<file path="config.mk">
export PLATFORM = sky130hd
export DESIGN_NAME = pre_addr_source_scheduler
export DESIGN_NICKNAME = d
export VERILOG_FILES = /design/src/rtl/viterbi_pkg.sv /design/src/rtl/pre_addr_lsb_encoder.sv /design/src/rtl/pre_addr_source_scheduler.sv
export SDC_FILE = /design/constraint.sdc
export NUM_CORES = 1
export LEC_CHECK = 0
export CORE_MARGIN = 5
export CORE_UTILIZATION = 46
export DETAILED_ROUTE_END_ITERATION = 8
export PLACE_DENSITY = 0.76
export SYNTH_ARGS = -nofsm -noshare
export SYNTH_HDL_FRONTEND = slang
export SYNTH_SLANG_ARGS = --single-unit
export TNS_END_PERCENT = 5
</file>
<file path="constraint.sdc">
create_clock -name clk -period 2 [get_ports clk]
set_input_delay 0.2 -clock clk [delete_from_list [all_inputs] [get_ports clk]]
set_output_delay 0.2 -clock clk [all_outputs]
set_load 0.02 [all_outputs]
</file>
<file path="src/rtl/viterbi_pkg.sv">
// Shared Viterbi traceback definitions: default state-space sizes, scheduler FSM
// states and the width of the optional statistics counter.
package viterbi_pkg;

    localparam int POS_NUM_DEFAULT     = 11;
    localparam int POS_NUM_BIT_DEFAULT = 4;
    localparam int STAT_CNT_W          = 16;

    typedef enum logic {
        IDLE  = 1'b0,
        ISSUE = 1'b1
    } sched_state_t;

endpackage

</file>
<file path="src/rtl/pre_addr_lsb_encoder.sv">
// Combinational lowest-set-bit encoder: index of the lowest set bit, its one-hot
// mask, and a flag that the whole vector holds exactly one set bit.
module pre_addr_lsb_encoder #(
    parameter int POS_num     = 11,
    parameter int POS_num_bit = 4
) (
    input  logic [POS_num-1:0]     vec,
    output logic [POS_num_bit-1:0] lsb_idx,
    output logic [POS_num-1:0]     lsb_onehot,
    output logic                   is_onehot
);

    // seen[i] is high when any bit below position i is set
    logic [POS_num-1:0] seen;

    assign seen[0] = 1'b0;

    genvar gi;
    generate
        for (gi = 1; gi < POS_num; gi++) begin : g_seen
            assign seen[gi] = seen[gi-1] | vec[gi-1];
        end
        for (gi = 0; gi < POS_num; gi++) begin : g_first
            assign lsb_onehot[gi] = vec[gi] & ~seen[gi];
        end
    endgenerate

    always_comb begin
        lsb_idx = '0;
        for (int i = 0; i < POS_num; i++) begin
            if (lsb_onehot[i]) begin
                lsb_idx = lsb_idx | POS_num_bit'(i);
            end
        end
    end

    // Exactly one bit set: nonzero, and nothing remains once the lowest is removed
    assign is_onehot = (vec != '0) && ((vec & ~lsb_onehot) == '0);

endmodule

</file>
<file path="src/rtl/pre_addr_source_scheduler.sv">
// Serializes a predecessor-address vector into one source-state index per beat,
// lowest first. Optional macro PRE_ADDR_SCHED_STATS_EN adds stat_multi_cnt.
module pre_addr_source_scheduler
    import viterbi_pkg::*;
#(
    parameter int POS_num     = POS_NUM_DEFAULT,
    parameter int POS_num_bit = POS_NUM_BIT_DEFAULT
) (
    input  logic                   clk,
    input  logic                   rst_n,
    input  logic                   in_valid,
    output logic                   in_ready,
    input  logic [POS_num-1:0]     pre_addr_in,
    output logic                   out_valid,
    input  logic                   out_ready,
    output logic [POS_num_bit-1:0] out_idx,
    output logic                   out_last,
    output logic [POS_num_bit-1:0] src_count,
    output logic                   multiple_source,
    output logic                   empty_drop
`ifdef PRE_ADDR_SCHED_STATS_EN
    ,
    output logic [STAT_CNT_W-1:0]  stat_multi_cnt
`endif
);

    sched_state_t           state_reg;
    logic [POS_num-1:0]     pending_reg;
    logic                   in_ready_reg;
    logic                   out_valid_reg;
    logic [POS_num_bit-1:0] src_count_reg;
    logic                   multiple_source_reg;
    logic                   empty_drop_reg;

    logic [POS_num_bit-1:0] lsb_idx;
    logic [POS_num-1:0]     lsb_onehot;
    logic                   lsb_is_last;
    logic [POS_num_bit-1:0] in_popcount;
    logic                   in_multi;
    logic                   accept;
    logic                   beat_done;

    pre_addr_lsb_encoder #(
        .POS_num     (POS_num),
        .POS_num_bit (POS_num_bit)
    ) u_lsb_encoder (
        .vec        (pending_reg),
        .lsb_idx    (lsb_idx),
        .lsb_onehot (lsb_onehot),
        .is_onehot  (lsb_is_last)
    );

    always_comb begin
        in_popcount = '0;
        for (int i = 0; i < POS_num; i++) begin
            in_popcount = in_popcount + POS_num_bit'(pre_addr_in[i]);
        end
    end

    assign in_multi  = (in_popcount >= POS_num_bit'(2));
    assign accept    = in_valid & in_ready_reg;
    assign beat_done = out_valid_reg & out_ready;

    always_ff @(posedge clk or negedge rst_n) begin
        if (!rst_n) begin
            state_reg           <= IDLE;
            pending_reg         <= '0;
            in_ready_reg        <= 1'b1;
            out_valid_reg       <= 1'b0;
            src_count_reg       <= '0;
            multiple_source_reg <= 1'b0;
            empty_drop_reg      <= 1'b0;
        end else begin
            empty_drop_reg <= 1'b0;
            case (state_reg)
                IDLE: begin
                    if (accept) begin
                        pending_reg         <= pre_addr_in;
                        src_count_reg       <= in_popcount;
                        multiple_source_reg <= in_multi;
                        if (pre_addr_in == '0) begin
                            empty_drop_reg <= 1'b1;
                        end else begin
                            state_reg     <= ISSUE;
                            in_ready_reg  <= 1'b0;
                            out_valid_reg <= 1'b1;
                        end
                    end
                end
                ISSUE: begin
                    // Retire the presented index; the encoder then offers the next-lowest one
                    if (beat_done) begin
                        pending_reg <= pending_reg & ~lsb_onehot;
                        if (lsb_is_last) begin
                            state_reg     <= IDLE;
                            in_ready_reg  <= 1'b1;
                            out_valid_reg <= 1'b0;
                        end
                    end
                end
                default: begin
                    state_reg     <= IDLE;
                    in_ready_reg  <= 1'b1;
                    out_valid_reg <= 1'b0;
                end
            endcase
        end
    end

`ifdef PRE_ADDR_SCHED_STATS_EN
    logic [STAT_CNT_W-1:0] stat_multi_cnt_reg;

    always_ff @(posedge clk or negedge rst_n) begin
        if (!rst_n) begin
            stat_multi_cnt_reg <= '0;
        end else if (accept && in_multi && (stat_multi_cnt_reg != '1)) begin
            stat_multi_cnt_reg <= stat_multi_cnt_reg + 1'b1;
        end
    end

    assign stat_multi_cnt = stat_multi_cnt_reg;
`endif

    // pending is empty outside ISSUE, so the encoder yields idx 0 / last 0 there
    assign in_ready        = in_ready_reg;
    assign out_valid       = out_valid_reg;
    assign out_idx         = lsb_idx;
    assign out_last        = lsb_is_last;
    assign src_count       = src_count_reg;
    assign multiple_source = multiple_source_reg;
    assign empty_drop      = empty_drop_reg;

endmodule
</file>
* Yosys cells after proc, flatten, opt, wreduce, memory -nomap -nowiden
Cells that the tools add are included.
** Word-level totals
- Register bits :: 20
- Bits of input ports :: 15
- Output and inout port bits :: 13
- Word-level logic and storage cells :: 94
** Operators by class
- Add/sub/neg operators :: 10
- $lt $le $gt $ge :: 1
- Equality and inequality tests :: 4
- Mux-type cells :: 31
- Bitwise gates (word level) :: 34
- Reductions and logical operators :: 7
** Operator list (number)
- 4-bit by 1-bit adder with 4-bit output :: 7
- 11-bit logical NOT :: 2
- 11-bit 2-to-1 mux :: 2
- 11-bit one-hot mux with 2 select lines :: 1
- 1-bit 2-to-1 mux :: 16
- 1-bit bitwise AND :: 12
- 3-bit 2-to-1 mux :: 4
- 4-bit 2-to-1 mux :: 3
- 11-bit bitwise AND :: 1
- 1-bit NOT :: 11
- 11-bit NOT :: 1
- 11-bit nonzero test :: 1
- 1-bit OR :: 9
- 2-bit inequality test, second input constant :: 3
- 1-bit one-hot mux with 2 select lines :: 3
- 3-bit by 1-bit adder with 4-bit output :: 1
- 4-bit by 2-bit >= comparator with 1-bit output, second input constant :: 1
- 2-bit 2-to-1 mux :: 2
- 2-bit AND reduction :: 2
- 4-bit AND reduction :: 1
- 2-bit by 1-bit adder with 3-bit output :: 1
- 1-bit by 1-bit adder with 2-bit output :: 1
- 2-bit by 1-bit inequality test with 1-bit output, second input constant :: 1
- 1-bit logical AND :: 1

* Logic depth before layout (Yosys ltp)
Gate-level depths: netlist of run 1.
- Word-level depth :: 18
- Depth in mapped cells :: 10
- Mapped depth without buffers :: 10

* By module
From an unflattened synthesis of run 1, not the netlist that was laid out.
** Unflattened totals
- Cell total of the unflattened synthesis :: 163
- Area total of the unflattened synthesis :: 1435.1 µm²
** By module, submodules not included
- pre_addr_source_scheduler :: instances 1, cells an instance 119, area each 1148.6 µm², sequential area each 501.7 µm²
- pre_addr_lsb_encoder :: instances 1, cells an instance 44, area each 286.5 µm², sequential area each 0.0 µm²

* Worst setup path before layout of run 1
No wires, ideal clock.
- Kind :: input to register
- Start :: input port pre_addr_in[0]
- End :: register multiple_source_reg (netlist: multiple_source)
- Arrival time :: 2.871 ns
- Required time :: 1.869 ns
- Slack :: -1.003 ns
- Stages :: 10
- Path through :: inv_1 fa_1 fa_1 fa_1 inv_1 fa_1 fa_1 nand2b_1 a21oi_1 o21ai_0
** Between the ends
- Word-level cells in the longest chain between the ends :: 11
** RTL lines
- start, declared :: RTL line pre_addr_source_scheduler.sv:13 : input logic [POS_num-1:0] pre_addr_in,
- 1-bit by 1-bit adder with 2-bit output :: RTL line pre_addr_source_scheduler.sv:56 : in_popcount = in_popcount + POS_num_bit'(pre_addr_in[i]);
- 2-bit by 1-bit adder with 3-bit output :: RTL line pre_addr_source_scheduler.sv:56
- 3-bit by 1-bit adder with 4-bit output :: RTL line pre_addr_source_scheduler.sv:56
- 4-bit by 1-bit adder with 4-bit output (7 in a row) :: RTL line pre_addr_source_scheduler.sv:56
- 4-bit by 2-bit >= comparator with 1-bit output :: RTL line pre_addr_source_scheduler.sv:60 : assign in_multi = (in_popcount >= POS_num_bit'(2));
- end signal, assigned :: RTL line pre_addr_source_scheduler.sv:80 : multiple_source_reg <= in_multi;
- end, declared :: RTL line pre_addr_source_scheduler.sv:32 : logic multiple_source_reg;
Every way passes these cells.
A chain may end at the register's enable or synchronous reset.

* Final worst setup path of run 1
- Start :: input port pre_addr_in[9]
- End :: register multiple_source_reg (netlist: multiple_source)
** Between the ends
- Word-level cells in the longest chain between the ends :: 3
** RTL lines (RTL line)
- 4-bit by 1-bit adder with 4-bit output (2 in a row) :: pre_addr_source_scheduler.sv:56
- 4-bit by 2-bit >= comparator with 1-bit output :: pre_addr_source_scheduler.sv:60
Every way passes these cells.

==> results.yml, run 1 <==
synthesis:
  yosysWarnings: 0
  ys_async_sr_fraction_pct: 100.0
  ys.flop_type: "dfrtp_1"
  netlist_top_cells_area: "dfrtp_1 35%, fa_1 10%, nand2_1 6.1%"
  yosys.cell_types.count: 45
  synth-edff-count: 0
  synth.largest_area_cell: "dfrtp_1"
  synthTopCellsByCount: "22 x nand2_1, 19 x dfrtp_1, 14 x inv_1, 14 x nor2_1, 8 x o21ai_0"
  synthMostInstantiatedCell: "nand2_1"
  syn_nets: 172
  syn_inst: 148
  netlist.area_leader.share_pct: 34.89
  synth.avg_cell_area_um2: 9.206
  ys_seq_area_share_pct: 36.82
  syn_area_um2: 1363
  synth_seq_cells: 20
route:
  drtAntennaViolNets: 0
  routed-via-count: 1714
  drtPass1Iterations: 5
  drc_errors: 0
  totalWireLength_um: 6147
  wl_per_cell_um: 22.35
  dr.first_iter.drc_count: 175
  viasPerCell: 6.233
outcome:
  violations: "negative setup slack"
  status: "finished with violations"
layout:
  areaGrowthSynthToFinish_pct: 74.01
  stdcell_count: 275
  final_core_utilization_pct: 84.52
  fillers: 147
  diodes: 0
  largest_reg_flops: 11
  drive_gt1_share_pct: 45.49
  nNetsFinal: 269
sta:
  hold_violations: 0
  relSlewSlack_pct: 63.77
  grt_setup_unrepaired: "yes"
  clock_skew_ps: 12.05
  drv_slew: 0
  holdWs_ps: 161.7
  min_period_ps: 2964
  setup_slack_ps: -963.9
  worst_pin_slew_ps: 537.8
  finalSetupViolCount: 13
  max_freq_mhz: 337.4
  final.period_utilization_pct: 148.2
worst_setup_path:
  r2r_cells: 8
  reg2reg_slack_ps: 10
  cp.arrival_ps: 3200
  regToRegStartpoint: "pending_reg[0]$_DFFE_PN0P_"
  reg2reg_to: "in_ready$_DFFE_PN1P_"
  worstSetupEndpointType: "register"
  cp-start-kind: "input port"
  path_class: "input port to register"
  crit_fanout: 3
  required_ps: 2240
floorplanning:
  rows: 19
  start_util_pct: 48.57
  die_area_um2: 4151
  core_area_um2: 2805
  boundaryPins: 28
  die-height_um: 64.43
  die_w_um: 64.43
grt:
  grt_pass1_wl_um: 9183
  grt_util_all_layers_pct: 29.30
  antenna_found_initial: 0
  overflow: 0
  grt_max_degree: 13
  grt_pass1_vias: 1744
clock_network:
  root_buffer: "clkbuf_4"
  clk_latency_ps: 340
  clkTransAtPathRegs_ps: 130
  cts.sinks: 20
  cts-buffers-inserted: 3
  tritoncts: "done"
  cts_max_level: 1
  clockBufferDepth: 2
place:
  placed_cells: 230
  portBuffers: 27
  place.detailed.hpwl_um: 2926
  gp_congestion: 0.8333
  place_ws_ps: -1581
min_path:
  min_path_cells: 2
  min_from: "pre_addr_in[0]"
  hold_end: "pending_reg[0]$_DFFE_PN0P_"
  hold_path.class: "input port to register"
power:
  total_power_w: 0.001246
  worst_ir_drop_vdd_mv: 0.6336
  leakage_nw: 1.153
  powerDensity_nw_per_um2: 525.5
job:
  cap_violations: 0
## kinds of logic after synthesis
group,synth area share [%]
adders and majority gates,12.86
xor gates and xnor gates,0.6429
AOI/OAI and AO/OA,20.11
buffers and inverters,6.428
and+or+nand+nor,23.14
DFF,36.82
## layout by cell type (no fill, tap or decap), drive strengths merged, types with 2 or more instances in the layout
cell type      netlist  final
o31ai                3      3
nor3                 4      4
a2111oi              2      2
nor4                 5      5
nand3b               3      3
nand2               22     22
nor2                15     15
and3                 2      2
buf                  3     79
ha                   2      2
clkdlybuf4s15        0      2
dfrtp               19     19
a21oi                7      7
o21ai               11     11
inv                 14     14
clkdlybuf4s50        0     16
a22o                 5      5
clkbuf               3      4
fa                   7      7
nor3b                2      2
## layout make-up
| cell class | instances | area [um2] | share of cell area [%] |
|---|---|---|---|
| Tap cell | 31 | 38.79 | 1.636 |
| Timing Repair Buffer | 98 | 842.1 | 35.51 |
| Clock buffer | 3 | 22.52 | 0.9499 |
| Sequential cell | 20 | 501.7 | 21.16 |
| Inverter | 14 | 57.56 | 2.427 |
| Multi-Input combinational cell | 108 | 878.3 | 37.04 |
| Clock inverter | 1 | 30.03 | 1.266 |
## stage by stage
step                      setup TNS (ps)  area [um2]
after floorplan                    -3432        1368
after global placement             -6787        1867
after detailed placement           -7364        1867
after CTS                          -5593        2287
after global routing               -8014        2371
final                              -7286        2371
## worst max-delay path by stage
stage,startpoint,cells past startpoint,to,slack (ps)
4_1_cts,pre_addr_in[9],11,multiple_source$_DFFE_PN0P_,-790
5_1_grt,pre_addr_in[9],10,multiple_source$_DFFE_PN0P_,-990
2_1_floorplan,pre_addr_in[5],10,multiple_source$_DFFE_PN0P_,-920
3_5_place_dp,pre_addr_in[0],11,multiple_source$_DFFE_PN0P_,-1580
3_3_place_gp,pre_addr_in[0],11,multiple_source$_DFFE_PN0P_,-1460
6_report,pre_addr_in[9],11,multiple_source$_DFFE_PN0P_,-960
## report_power, final
group	leakage, nW	total [W]	internal [W]	switching (W)
clock network	0.0279	0.000355	0.000203	0.000151
registers	0.276	0.000404	0.000404	0
logic	0.849	0.000487	0.000252	0.000235
## repair_timing
item / in CTS / in global routing
hold buffers: 0 / 0
hold endpoints to repair: 0 / 0
gates resized for setup: 73 / 17
pin swaps: 11 / 5
setup buffers: 39 / 2
endpoints found under the setup margin: 10 / 16
## routing by layer
metal  part of all wire, %  vias up  GRT usage, %
li1                      -      715             -
met1                    38      827         33.52
met2                    48      137         50.00
met3                   8.8       35         7.427
met4                   5.0        0         16.36
met5                     0        -             0
## worst max-delay path, cell delays in order
cell and delay (ps):
buf_6 100, fa_1 530, inv_1 60, fa_1 480
fa_1 510, inv_2 50, fa_2 420, fa_2 410
nand2b_4 170, a21oi_4 170, o21ai_2 90
No activity file was read; power rests on OpenSTA's default activity.
==> run 2, diff against run 1 <==
- CORE_MARGIN: 5 -> 2
==> results.yml, run 2 (synthesized netlist as in run 1, its figures left out) <==
sta:
  final.period_utilization_pct: 142.2
  clock_skew_ps: 9.145
  holdWs_ps: 159.2
  min_period_ps: 2844
  drv_slew: 0
  max_freq_mhz: 351.6
  relSlewSlack_pct: 77.61
  worst_pin_slew_ps: 332.8
  hold_violations: 0
  finalSetupViolCount: 9
  setup_slack_ps: -844.2
  grt_setup_unrepaired: "yes"
outcome:
  status: "finished with violations"
  violations: "negative setup slack"
layout:
  drive_gt1_share_pct: 32.52
  areaGrowthSynthToFinish_pct: 44.54
  nNetsFinal: 231
  final_core_utilization_pct: 70.81
  final_cell_mix: "34 x buf_4, 22 x nand2_1, 18 x dfrtp_1, 16 x clkdlybuf4s50_1, 13 x nor2_1"
  largest_reg_flops: 11
  mostFrequentLayoutCell: "buf_4"
  diodes: 0
grt:
  antenna_found_initial: 0
  grt_pass1_wl_um: 6368
  overflow: 0
  grt_max_degree: 21
  grt_pass1_vias: 1440
  grt_util_all_layers_pct: 24.50
floorplanning:
  core_area_um2: 2781
  die-height_um: 58.43
  rows: 19
  boundaryPins: 28
  start_util_pct: 48.99
  die_area_um2: 3413
  die_w_um: 58.43
power:
  powerDensity_nw_per_um2: 521.4
  leakage_nw: 0.9376
  worst_ir_drop_vdd_mv: 0.6249
clock_network:
  clk_latency_ps: 300
  cts-buffers-inserted: 3
  tritoncts: "done"
  cts_max_level: 1
  clkTransAtPathRegs_ps: 130
  clockBufferDepth: 2
  root_buffer: "clkbuf_4"
  cts.sinks: 20
route:
  totalWireLength_um: 3980
  drtPass1Iterations: 4
  drc_errors: 0
  dr.first_iter.drc_count: 42
  viasPerCell: 5.823
  routed-via-count: 1380
  wl_per_cell_um: 16.79
  drtAntennaViolNets: 0
place:
  portBuffers: 27
  gp_congestion: 0.8412
  place.detailed.hpwl_um: 2971
job:
  cap_violations: 0
worst_setup_path:
  required_ps: 2200
  crit_fanout: 3
  cp.arrival_ps: 3050
  path_class: "input port to register"
  worstSetupEndpointType: "register"
  cp-start-kind: "input port"
min_path:
  hold_path.class: "input port to register"
run 2: cell count changes in the layout (fill, tap and decap cells not counted), moves of 2 or more:
| cell | before | now |
|---|---|---|
| a21oi_4 | 2 | 0 |
| buf_4 | 59 | 34 |
| buf_6 | 18 | 3 |
| inv_2 | 2 | 5 |
| inv_4 | 2 | 0 |
| o21ai_0 | 4 | 6 |
| o21ai_2 | 2 | 0 |
run 2: stage by stage:
stage               cells  setup slack (ps)  setup TNS [ps]  total power (W)  cell area [um2]
floorplan             148            -917.6           -3432        0.0005414             1368
global placement      231             -1461           -6991        0.0006391             1874
detailed placement    231             -1633           -7567        0.0006603             1874
CTS                   236            -863.2           -3687         0.001015             1939
global route          237            -902.8           -4253         0.001073             1969
finish                237            -844.2           -3607         0.001027             1969
run 2: worst max-delay path: stages:
cell	delay (ps)
buf_8	100
fa_1	550
inv_2	40
fa_1	460
fa_1	520
inv_2	50
fa_2	370
fa_2	410
nand2b_4	160
a21oi_2	120
o21ai_1	70
run 2: final timing paths:
path,slack [ps],to,start,depth (start not counted)
worst max register to register,100,in_ready$_DFFE_PN1P_,pending_reg[1]$_DFFE_PN0P_,6
worst min register to register,500,src_count[1]$_DFFE_PN0P_,src_count[1]$_DFFE_PN0P_,2
max in group asynchronous,1520,in_ready$_DFFE_PN1P_,rst_n,2
min in group asynchronous,220,src_count[3]$_DFFE_PN0P_,rst_n,2
worst max-delay path,-840,multiple_source$_DFFE_PN0P_,pre_addr_in[5],11
worst min-delay path,160,pending_reg[0]$_DFFE_PN0P_,pre_addr_in[0],2
run 2: repair_timing:
action	in CTS	in global routing
resized for setup	48	10
endpoints found under the hold margin	0	0
pin swaps	9	9
endpoints found under the setup margin	12	11
setup buffers	1	1
hold buffers	0	0
run 2: layout make-up:
class,instances,area (um2)
Tap cell,31,38.79
Inverter,14,52.55
Sequential cell,20,503.0
Timing Repair Buffer,60,516.7
Fill cell,227,812.0
Clock buffer,3,22.52
Multi-Input combinational cell,108,805.8
Clock inverter,1,30.03
run 2: report_power, final:
group / internal [W] / switching (W) / total (W)
sequential: 0.000404 / 0 / 0.000404
combinational: 0.000147 / 0.000139 / 0.000287
clock: 0.000202 / 0.000133 / 0.000336
run 2: metal layers:
layer / share of wire [%] / track usage [%] / wire length, um / vias to the layer above
li1: - / - / - / 639
met3: 4.7 / 2.418 / 189 / 22
met4: 3.8 / 9.302 / 150 / 0
met2: 52 / 45.26 / 2084 / 53
met1: 39 / 29.12 / 1554 / 666
met5: 0 / 0 / 0 / -
==> run 3, diff against run 2 <==
- PLACE_DENSITY: 0.76 -> 0.75
- SYNTH_HIERARCHICAL: not set -> 1
==> results.yml, run 3 <==
outcome:
  status: "finished with violations"
  violations: "negative setup slack"
sta:
  grt_setup_unrepaired: "yes"
  min_period_ps: 2847
  worst_pin_slew_ps: 407.2
  finalSetupViolCount: 13
  fin_tns_setup_ps: -5990
  relSlewSlack_pct: 72.47
  max_freq_mhz: 351.2
  holdWs_ps: 162.7
  drv_slew: 0
  hold_violations: 0
  clock_skew_ps: 11.12
  setup_slack_ps: -847.2
  final.period_utilization_pct: 142.4
synthesis:
  synthTopCellsByCount: "19 x dfrtp_1, 19 x inv_1, 19 x nand2_1, 12 x nand3_1, 12 x o21ai_0"
  synth.avg_cell_area_um2: 8.804
  yosysWarnings: 6
  synth.largest_area_cell: "dfrtp_1"
  ys.flop_type: "dfrtp_1"
  yosys.cell_types.count: 43
  synth_seq_cells: 20
  synth-edff-count: 0
  netlist.area_leader.share_pct: 33.13
  syn_nets: 187
  syn_inst: 163
  syn_area_um2: 1435
  ys_seq_area_share_pct: 34.96
  ys_async_sr_fraction_pct: 100.0
  netlist_top_cells_area: "dfrtp_1 33%, fa_1 9.8%, inv_1 5.0%"
grt:
  grt_util_all_layers_pct: 24.74
  grt_max_degree: 26
  grt_pass1_vias: 1444
  grt_pass1_wl_um: 6679
  overflow: 0
  antenna_found_initial: 0
worst_setup_path:
  required_ps: 2210
  cp.arrival_ps: 3060
  crit_fanout: 2
  reg2reg_to: "in_ready$_DFFE_PN1P_"
  reg2reg_slack_ps: -290
  r2r_cells: 10
  path_class: "input port to register"
  worstSetupEndpointType: "register"
  regToRegStartpoint: "pending_reg[3]$_DFFE_PN0P_"
  cp-start-kind: "input port"
clock_network:
  clk_latency_ps: 310
  hold_buffers: 0
  clockBufferDepth: 2
  cts.sinks: 20
  cts_max_level: 1
  clkTransAtPathRegs_ps: 120
  tritoncts: "done"
  root_buffer: "clkbuf_4"
  cts-buffers-inserted: 3
power:
  leakage_nw: 0.9714
  worst_ir_drop_vdd_mv: 0.4292
  p_comb_share_pct: 25.5
  sw_frac_of_total_pct: 25.59
  p_switching_w: 0.0002525
  power.share.sequential_pct: 41.0
  powerDensity_nw_per_um2: 473.7
  internal-power_w: 0.0007343
  clockPowerShare_pct: 33.6
layout:
  mostFrequentLayoutCell: "buf_4"
  final_core_utilization_pct: 69.38
  final_cell_mix: "41 x buf_4, 19 x nand2_1, 19 x dfrtp_1, 16 x clkdlybuf4s50_1, 15 x inv_1"
  areaGrowthSynthToFinish_pct: 45.16
  drive_gt1_share_pct: 36.00
  finish.instance_area_um2: 2083
  nNetsFinal: 250
  largest_reg_flops: 11
  diodes: 0
place:
  portBuffers: 27
  place_area_um2: 2002
  place_ws_ps: -1545
  place.detailed.hpwl_um: 2978
  gp_congestion: 0.8634
route:
  wl_per_cell_um: 14.97
  drtAntennaViolNets: 0
  dr.first_iter.drc_count: 58
  totalWireLength_um: 3862
  routed-via-count: 1395
  drc_errors: 0
  viasPerCell: 5.407
  drtPass1Iterations: 4
floorplanning:
  die_area_um2: 3583
  boundaryPins: 28
  start_util_pct: 47.79
  core_area_um2: 3003
  rows: 20
  die_w_um: 59.86
  die-height_um: 59.86
min_path:
  hold_path.class: "input port to asynchronous set/reset pin"
job:
  cap_violations: 0
[run 3: cell count changes after synthesis, sizes merged, moves of 4 or more]
cell	change
a22o	-5
buf	+5
inv	+5
nand3	+11
nand4	+6
nor2	-9
nor2b	+4
[run 3: logic make-up after synthesis]
group / share of synthesized area (%)
AO/OA/AOI/OAI: 11.16
adder cells (fa/ha/maj): 12.99
flip-flops: 34.96
AND/OR/NAND/NOR: 32.43
buffers and inverters: 8.457
[run 3: final cells by class]
class,instances,area [um2]
repair buffers,68,558.0
multi-input cells,114,858.3
fillers,234,919.6
well taps,33,41.29
inverters,19,71.32
flip-flops and latches,20,501.7
clock buffers,3,22.52
clock inverters,1,30.03
[run 3: worst max-delay path, stage by stage]
cell             delay, ps
clkdlybuf4s15_2        200
fa_1                   480
inv_1                   50
fa_1                   450
fa_1                   500
inv_2                   40
fa_2                   360
fa_2                   350
nor2b_2                130
a21oi_1                 50
o31a_1                 230
[run 3: through the flow]
stage,std cells,total power [W]
2_1_floorplan,163,0.0005332
3_3_place_gp,253,0.0006447
3_5_place_dp,253,0.0006538
4_1_cts,258,0.0009893
5_1_grt,258,0.001040
6_report,258,0.0009868
[run 3: worst max-delay path by stage]
stage                     cells after the start                          end  slack, ps      startpoint
after floorplan                              10  multiple_source$_DFFE_PN0P_       -960  pre_addr_in[0]
after CTS                                    11  multiple_source$_DFFE_PN0P_       -880  pre_addr_in[0]
final                                        11  multiple_source$_DFFE_PN0P_       -850  pre_addr_in[0]
after detailed placement                     11  multiple_source$_DFFE_PN0P_      -1550  pre_addr_in[5]
after global routing                         11  multiple_source$_DFFE_PN0P_       -950  pre_addr_in[0]
after global placement                       11  multiple_source$_DFFE_PN0P_      -1480  pre_addr_in[5]
[run 3: power by group through the flow]
stage | combinational (W) | clock, W | sequential [W]
2_1_floorplan | 0.000121 | 0 | 0.000412
3_3_place_gp | 0.000233 | 0 | 0.000412
3_5_place_dp | 0.000242 | 0 | 0.000412
4_1_cts | 0.000251 | 0.000334 | 0.000404
5_1_grt | 0.000284 | 0.000352 | 0.000404
6_report | 0.000251 | 0.000331 | 0.000404
[run 3: repair_timing]
| action | CTS | global route |
|---|---|---|
| setup buffers | 1 | 0 |
| endpoints found under the setup margin | 15 | 16 |
| resized for setup | 48 | 6 |
| pin swaps | 7 | 2 |
[run 3: routing by layer]
metal / global-route usage, % / vias to the layer above / part of all wire (%)
li1: - / 685 / -
met1: 31.91 / 662 / 42
met2: 43.17 / 40 / 53
met3: 2.165 / 8 / 3.5
met4: 8.571 / 0 / 1.6
met5: 0 / - / 0
==> edit (flow settings as in run 2) <==
The option `PRE_ADDR_SCHED_STATS_EN` is turned on by a define.
--- a/src/rtl/pre_addr_source_scheduler.sv
+++ b/src/rtl/pre_addr_source_scheduler.sv
@@ -1,4 +1,6 @@
 // Serializes a predecessor-address vector into one source-state index per beat,
 // lowest first. Optional macro PRE_ADDR_SCHED_STATS_EN adds stat_multi_cnt.
+`define PRE_ADDR_SCHED_STATS_EN
+
 module pre_addr_source_scheduler
     import viterbi_pkg::*;
Function (old outputs only; new: stat_multi_cnt): kept (equiv_simple and equiv_induct, registers matched by name and starting in step).
==> edit against run 2 <==
Die area is 49% higher; sequential cell count increased by 16; setup slack got worse by 0.58 ns; via count is 39% higher; the flow still finishes with violations (setup timing); routed wire length increased by 36%; cell count up 48%; total power up 66%; utilization decreased by 1.3 points; synthesized area increased by 53%; clock power increased by 92%; fmax is 17% lower; final area grew 54%.
==> edit: results (changes against run 2) <==
* Register share of total power at 42.7% (was 39.4%)
* Met1 WL at 2340 um (was 1550 um)
* Failing checks: setup timing (unchanged)
* Mapped Cells at 210 (was 148)
* CP max FO at 8 (was 3)
* H-Tree Depth at 2 (was 1)
* Status: finished with violations (unchanged)
* Top cells by count, synth: dfrtp_1, nand2_1, inv_1, nor2_1, nand3_1 (was nand2_1, dfrtp_1, inv_1, nor2_1, o21ai_0)
* Multi-input gates at 152 (was 108)
* Gpl congestion at 0.881 (was 0.841)
* Clock root buffer: clkbuf_8 (was clkbuf_4)
* FILL cells at 323 (was 227)
* Routed WL at 5410 um (was 3980 um)
* Leak pwr at 1.44 nW (was 0.938 nW)
* Seq/Total Area, Yosys at 43.4% (was 36.8%)
* Routed length on met2 at 2740 um (was 2080 um)
* Vias per cell at 5.49 (was 5.82)
* P_comb at 332 uW (was 287 uW)
* Cells after DPL at 337 (was 231)
* Setup violators final at 24 (was 9)
* Number of flip-flops in the largest register at 16 (was 11)
* Global-route wire length before repair at 9160 um (was 6370 um)
* Setup WS post-layout at -1.42 ns (was -0.844 ns)
* Clock sink total at 36 (was 20)
* FF/Latch Area at 903 sq um (was 503 sq um)
* Layout cells sized above 1 at 31.2% (was 32.5%)
* Largest net degree at the start of global routing at 37 (was 21)
* Drt initial violations at 79 (was 42)
* Worst Hold Depth at 4 (was 2)
## edit: worst max-delay path, delay by kind of cell
kind,cells,cell delay (ns)
muxes,1,0.31
buffers and inverters,4,0.25
AOI/OAI and AO/OA,1,0.17
adders and majority gates,5,2.28
and+or+nand+nor,1,0.40
## edit: worst paths after layout
check	slack (ns)	end
setup / recovery	-1.42	stat_multi_cnt[1]
min in group asynchronous	0.32	src_count[2]
max in group asynchronous	1.31	in_ready
setup reg to reg	0.01	in_ready
hold reg to reg	0.51	src_count[0]
hold / removal	0.23	pending_reg[5]
## edit: timing repair
| item | CTS | global route |
|---|---|---|
| setup buffers | 5 | 0 |
| setup endpoints to repair | 28 | 28 |
| pin swaps | 8 | 7 |
| gates resized for setup | 58 | 8 |
## edit: metrics by stage
stage | setup slack [ns] | cell area, sq um
finish | -1.42 | 3030
CTS | -1.45 | 3000
global route | -1.49 | 3030
floorplan | -1.57 | 2090
detailed placement | -2.18 | 2840
global placement | -2.15 | 2840
